`config.mk`:
```
export PLATFORM = sky130hd
export DESIGN_NAME = serial_addsub_bcd
export DESIGN_NICKNAME = d
export VERILOG_FILES = /design/src/rtl/serial_addsub_bcd_pkg.sv /design/src/rtl/serial_addsub_bcd_cell.sv /design/src/rtl/serial_addsub_bcd.sv
export SDC_FILE = /design/constraint.sdc
export NUM_CORES = 1
export LEC_CHECK = 0
export ABC_AREA = 1
export CAP_MARGIN = 0
export CORE_ASPECT_RATIO = 1.2
export CORE_MARGIN = 1
export CORE_UTILIZATION = 50
export CTS_CLUSTER_DIAMETER = 80
export DETAILED_ROUTE_END_ITERATION = 10
export PLACE_DENSITY_LB_ADDON = 0.12
export SYNTH_ARGS = -nofsm -noshare
export SYNTH_HDL_FRONTEND = slang
export SYNTH_SLANG_ARGS = --single-unit
export TNS_END_PERCENT = 20
```
`constraint.sdc`:
```
create_clock -name CLOCK_50 -period 3.6 [get_ports CLOCK_50]
set_input_delay 0.36 -clock CLOCK_50 [delete_from_list [all_inputs] [get_ports CLOCK_50]]
set_output_delay 0.36 -clock CLOCK_50 [all_outputs]
set_load 0.005 [all_outputs]
```
`src/rtl/serial_addsub_bcd_pkg.sv`:
```
// Shared definitions for the bit-serial add/subtract unit and its BCD converter.
package serial_addsub_bcd_pkg;

    localparam logic MODE_ADD = 1'b0;
    localparam logic MODE_SUB = 1'b1;

    typedef enum logic [1:0] {
        ST_IDLE = 2'd0,
        ST_CALC = 2'd1,
        ST_FIX  = 2'd2,
        ST_CONV = 2'd3
    } state_e;

    // Double-dabble digit correction applied before each shift.
    function automatic logic [3:0] dd_adjust(input logic [3:0] d);
        return (d >= 4'd5) ? d + 4'd3 : d;
    endfunction

endpackage

```
`src/rtl/serial_addsub_bcd_cell.sv`:
```
// One-bit full adder / full subtractor slice used by the serial datapath.
module addsub_bit_cell
    import serial_addsub_bcd_pkg::*;
(
    input  logic x,
    input  logic y,
    input  logic cin,
    input  logic mode,
    output logic s,
    output logic cout
);

    always_comb begin
        s = x ^ y ^ cin;
        if (mode == MODE_ADD) begin
            cout = (x & y) | (cin & (x ^ y));
        end else begin
            cout = (~x & (y | cin)) | (x & y & cin);
        end
    end

endmodule

```
`src/rtl/serial_addsub_bcd.sv`:
```
// Bit-serial add/subtract with flags and sequential sign+magnitude binary-to-BCD conversion.
module serial_addsub_bcd
    import serial_addsub_bcd_pkg::*;
#(
    parameter int unsigned WIDTH  = 8,
    parameter int unsigned DIGITS = 3
) (
    input  logic                  CLOCK_50,
    input  logic                  RESET,
    input  logic                  start,
    input  logic                  mode,
    input  logic [WIDTH-1:0]      a,
    input  logic [WIDTH-1:0]      b,
    output logic                  busy,
    output logic                  done,
    output logic [WIDTH-1:0]      result,
    output logic                  carry_borrow,
    output logic                  overflow,
    output logic                  negative,
    output logic [4*DIGITS-1:0]   bcd
);

    localparam int unsigned CW = $clog2(WIDTH + 1);
    localparam int unsigned BW = 4 * DIGITS;
    localparam int unsigned SW = BW + WIDTH + 1;

    state_e             state_q, state_d;
    logic [CW-1:0]      cnt_q, cnt_d;
    logic [WIDTH-1:0]   a_q, a_d, b_q, b_d, r_q, r_d;
    logic               mode_q, mode_d, cy_q, cy_d;
    logic [SW-1:0]      sh_q, sh_d;
    logic               busy_q, busy_d, done_q, done_d;
    logic [WIDTH-1:0]   result_q, result_d;
    logic               cb_q, cb_d, ovf_q, ovf_d, neg_q, neg_d;
    logic [BW-1:0]      bcd_q, bcd_d;

    logic               cell_s, cell_cout;
    logic [SW-1:0]      sh_adj, sh_next;
    logic [WIDTH-1:0]   r_neg;
    logic [WIDTH:0]     mag;
    logic               ovf_c;

    addsub_bit_cell u_cell (
        .x    (a_q[0]),
        .y    (b_q[0]),
        .cin  (cy_q),
        .mode (mode_q),
        .s    (cell_s),
        .cout (cell_cout)
    );

    // One double-dabble step: correct every digit, then shift left.
    always_comb begin
        sh_adj = sh_q;
        for (int i = 0; i < int'(DIGITS); i++) begin
            sh_adj[WIDTH+1+4*i +: 4] = dd_adjust(sh_q[WIDTH+1+4*i +: 4]);
        end
        sh_next = sh_adj << 1;
    end

    // Flags and magnitude from the held operands (rotated back to original by end of CALC).
    always_comb begin
        r_neg = ~r_q + WIDTH'(1);
        if (mode_q == MODE_ADD) begin
            ovf_c = (a_q[WIDTH-1] == b_q[WIDTH-1]) && (r_q[WIDTH-1] != a_q[WIDTH-1]);
            mag   = {cy_q, r_q};
        end else begin
            ovf_c = (a_q[WIDTH-1] != b_q[WIDTH-1]) && (r_q[WIDTH-1] != a_q[WIDTH-1]);
            mag   = cy_q ? {1'b0, r_neg} : {1'b0, r_q};
        end
    end

    always_comb begin
        state_d  = state_q;
        cnt_d    = cnt_q;
        a_d      = a_q;
        b_d      = b_q;
        r_d      = r_q;
        mode_d   = mode_q;
        cy_d     = cy_q;
        sh_d     = sh_q;
        busy_d   = busy_q;
        done_d   = 1'b0;
        result_d = result_q;
        cb_d     = cb_q;
        ovf_d    = ovf_q;
        neg_d    = neg_q;
        bcd_d    = bcd_q;
        case (state_q)
            ST_IDLE: begin
                if (start) begin
                    a_d     = a;
                    b_d     = b;
                    mode_d  = mode;
                    cnt_d   = '0;
                    cy_d    = 1'b0;
                    busy_d  = 1'b1;
                    state_d = ST_CALC;
                end
            end
            ST_CALC: begin
                // Operands rotate so bit 0 feeds the cell and they are intact after WIDTH steps.
                r_d  = {cell_s, r_q[WIDTH-1:1]};
                cy_d = cell_cout;
                a_d  = {a_q[0], a_q[WIDTH-1:1]};
                b_d  = {b_q[0], b_q[WIDTH-1:1]};
                if (cnt_q == CW'(WIDTH - 1)) begin
                    cnt_d   = '0;
                    state_d = ST_FIX;
                end else begin
                    cnt_d = cnt_q + CW'(1);
                end
            end
            ST_FIX: begin
                sh_d    = {BW'(0), mag};
                cnt_d   = '0;
                state_d = ST_CONV;
            end
            ST_CONV: begin
                sh_d = sh_next;
                if (cnt_q == CW'(WIDTH)) begin
                    state_d  = ST_IDLE;
                    busy_d   = 1'b0;
                    done_d   = 1'b1;
                    result_d = r_q;
                    cb_d     = cy_q;
                    ovf_d    = ovf_c;
                    neg_d    = (mode_q == MODE_SUB) && cy_q;
                    bcd_d    = sh_next[SW-1 -: BW];
                end else begin
                    cnt_d = cnt_q + CW'(1);
                end
            end
            default: begin
                state_d = ST_IDLE;
                busy_d  = 1'b0;
            end
        endcase
    end

    always_ff @(posedge CLOCK_50) begin
        if (RESET) begin
            state_q  <= ST_IDLE;
            cnt_q    <= '0;
            a_q      <= '0;
            b_q      <= '0;
            r_q      <= '0;
            mode_q   <= MODE_ADD;
            cy_q     <= 1'b0;
            sh_q     <= '0;
            busy_q   <= 1'b0;
            done_q   <= 1'b0;
            result_q <= '0;
            cb_q     <= 1'b0;
            ovf_q    <= 1'b0;
            neg_q    <= 1'b0;
            bcd_q    <= '0;
        end else begin
            state_q  <= state_d;
            cnt_q    <= cnt_d;
            a_q      <= a_d;
            b_q      <= b_d;
            r_q      <= r_d;
            mode_q   <= mode_d;
            cy_q     <= cy_d;
            sh_q     <= sh_d;
            busy_q   <= busy_d;
            done_q   <= done_d;
            result_q <= result_d;
            cb_q     <= cb_d;
            ovf_q    <= ovf_d;
            neg_q    <= neg_d;
            bcd_q    <= bcd_d;
        end
    end

    assign busy         = busy_q;
    assign done         = done_q;
    assign result       = result_q;
    assign carry_borrow = cb_q;
    assign overflow     = ovf_q;
    assign negative     = neg_q;
    assign bcd          = bcd_q;

endmodule

```
==> impl_metrics.ini <==
[synthesis]
yosysTopAreaCell = dfxtp_1
synthArstFlopShare_pct = 0
yosysMostFrequentCell = nand2_1
syn_area_per_cell_um2 = 7.43
yosys.area.top_type_share_pct = 43.5
yosysWarningCount = 0
ys_ff_latch = 78
yosysSeqAreaShare_pct = 43.5
synthDistinctLibCells = 28
synth_nets = 519
syn_inst = 483
yosys-top-cells-count = nand2_1, dfxtp_1, o21ai_0
synth-edff-count = 0
synth_area_mm2 = 0.00359
ys.flop_type = dfxtp_1
synth_area_leaders = dfxtp_1, nand2_1, o21ai_0, a21oi_1, nand3_1

[finish]
post-route-util_pct = 61.2
drive_above_1_share_pct = 5.73
syn_to_final_growth_pct = 17.5
antennaDiodeCount = 0
finalNetCount = 555

[placement]
place_congestion = 0.796
port_buffers = 44
post-dp-hpwl_mm = 5.15

[critical_path]
worstSetupPathType = register to register
cpLargestDelayFamily = compound AO/OA/AOI/OAI gates
critPathMaxStageDelay_ns = 0.53
crit_path_start_kind = register
cp.arrival_ns = 2.11
crit_path_frequent_cell = inv_1
r2r_start = state_q[1]
crit_chain = inv_1 -> ha_1 -> inv_4 -> o21ai_4 -> inv_1 -> o21ai_0 -> a21oi_1
path_max_fanout = 31
cp-startpoint = state_q[1]
worstSetupEndpointType = register
crit_buf_inv = 3
cpMaxStageDelayCell = o21ai_4
crit_required_ns = 3.83

[hold_path]
holdCritStartpoint = sh_q[20]
min_path_type = register to register

[global_route]
grt_pass1_vias = 2928
grt_util_all_layers_pct = 22.6
grt_pass1_wl_mm = 13.2
overflow = 0
grt_antenna_before_repair = 0
grt_max_degree = 53

[floorplanning]
row_count = 33
die_h_um = 94.8
start_util_pct = 52.0
fp.dieW_um = 79.3
die_area_mm2 = 0.00752
placeableCoreArea_mm2 = 0.00690
ios = 45

[job]
maxCapViolCount = 0

[clocking]
postCtsSetupRepairBufs = 0
clk_pin_slew_ns = 0.08
hold_buffers = 0
clk_latency_ns = 0.34
cts.htree.levels = 3
cts_root_buf = clkbuf_8
ctsResizeCount = 0
clk_path_buf_depth = 2
cts_tree = done
numCtsBuffers = 9
clock-sinks = 78

[timing]
maxSlewViolCount = 0
hold_viol = 0
slew-limit-headroom_pct = 49.9
post-route-min-period_ns = 1.89
hold_slack_ns = 0.469
tns_ns = 0
rsz0062_at_grt = false
worst_clock_skew_ns = 0.00957
fin_crit_sh_pct = 52.4
clock.fmax_mhz = 530
worstMarginPinSlew_ns = 0.750
setup_viol = 0

[power_and_ir_drop]
ir_drop_uv = 365
p_leak_nw = 1.66
powerDensity_mw_per_mm2 = 582

[routing]
ant_nets = 0
post-route-drc-count = 0
dr_total_vias = 3227
drtIter0Drc = 175
via_per_inst = 5.28
dr.pass1.iters = 4
wl_mm = 7.63
wl_per_cell_um = 12.5

[run_status]
status = completed
[kinds of logic after synthesis]
group | synth area share, %
and+or+nand+nor | 21.1
AOI/OAI and AO/OA | 20.3
DFF | 43.5
buffers and inverters | 8.55
adders and majority gates | 6.00
xor gates and xnor gates | 0.488
[layout make-up]
cell class	instances	area, µm²
clock buffer	10	128
clock inverter	6	38.8
fill	662	2680
inverter	48	183
multi-input combinational	333	1720
sequential	78	1560
tap	87	109
timing repair buffer	49	478
[cells in the final DEF (no fill, tap or decap), drive strengths merged]
master / synthesis / final
nand2: 122 / 122
clkinv: 0 / 4
xor2: 1 / 1
o211ai: 3 / 3
xnor2: 1 / 1
o21a: 3 / 3
nand3: 42 / 42
a31oi: 18 / 18
or2: 1 / 1
nor2: 11 / 11
a21oi: 49 / 49
nand3b: 1 / 1
fa: 2 / 2
clkdlybuf4s50: 0 / 44
ha: 14 / 14
dfxtp: 78 / 78
o21ai: 54 / 54
clkinvlp: 0 / 2
a22oi: 6 / 6
nand4: 3 / 3
nor3: 2 / 2
inv: 48 / 48
clkbuf: 10 / 10
buf: 14 / 5
[worst paths after layout]
check | slack, ns | endpoint | cells after the start
hold / removal | 0.47 | sh_q[20] | 2
setup / recovery | 1.71 | a_q[7] | 7
hold reg to reg | 0.47 | sh_q[20] | 2
setup reg to reg | 1.71 | a_q[7] | 7
[registers in the layout, summed over array words and instances (netlist names), 2 cells and up]
signal and count:
result 8, a_q 8, bcd 12, sh_q 21
b_q 8, state_q 2, cnt_q 4, r_q 8
[metal layers]
metal | vias to the layer above | GRT usage, % | part of all wire, %
met5 | - | 0 | 0
met4 | 0 | 10.6 | 1.4
met3 | 8 | 4.73 | 3.3
met2 | 66 | 37.7 | 48
met1 | 1473 | 27.5 | 47
li1 | 1680 | - | -
[worst reg2reg max path, cell delays in order, from the launching register on]
cell,delay [ns]
dfxtp_1,0.33
inv_1,0.13
ha_1,0.24
inv_4,0.12
o21ai_4,0.54
inv_1,0.16
o21ai_0,0.20
a21oi_1,0.05
[per-stage QoR]
step	std cells	setup slack, ns	instance area [µm²]	total power [W]
3_3_place_gp	595	1.53	4050	0.00188
4_1_cts	611	1.74	4220	0.00247
5_1_grt	611	1.55	4220	0.00266
2_1_floorplan	483	2.26	3590	0.00173
3_5_place_dp	595	1.47	4050	0.00191
6_report	611	1.71	4220	0.00245
[power by group]
part / leakage [nW] / switching, W / internal (W) / total [W]
Sequential: 0.634 / 0.0000969 / 0.00100 / 0.00110
Combinational: 0.940 / 0.000530 / 0.000259 / 0.000789
Clock: 0.0820 / 0.000318 / 0.000248 / 0.000566
(Power assumes the default switching activity.)
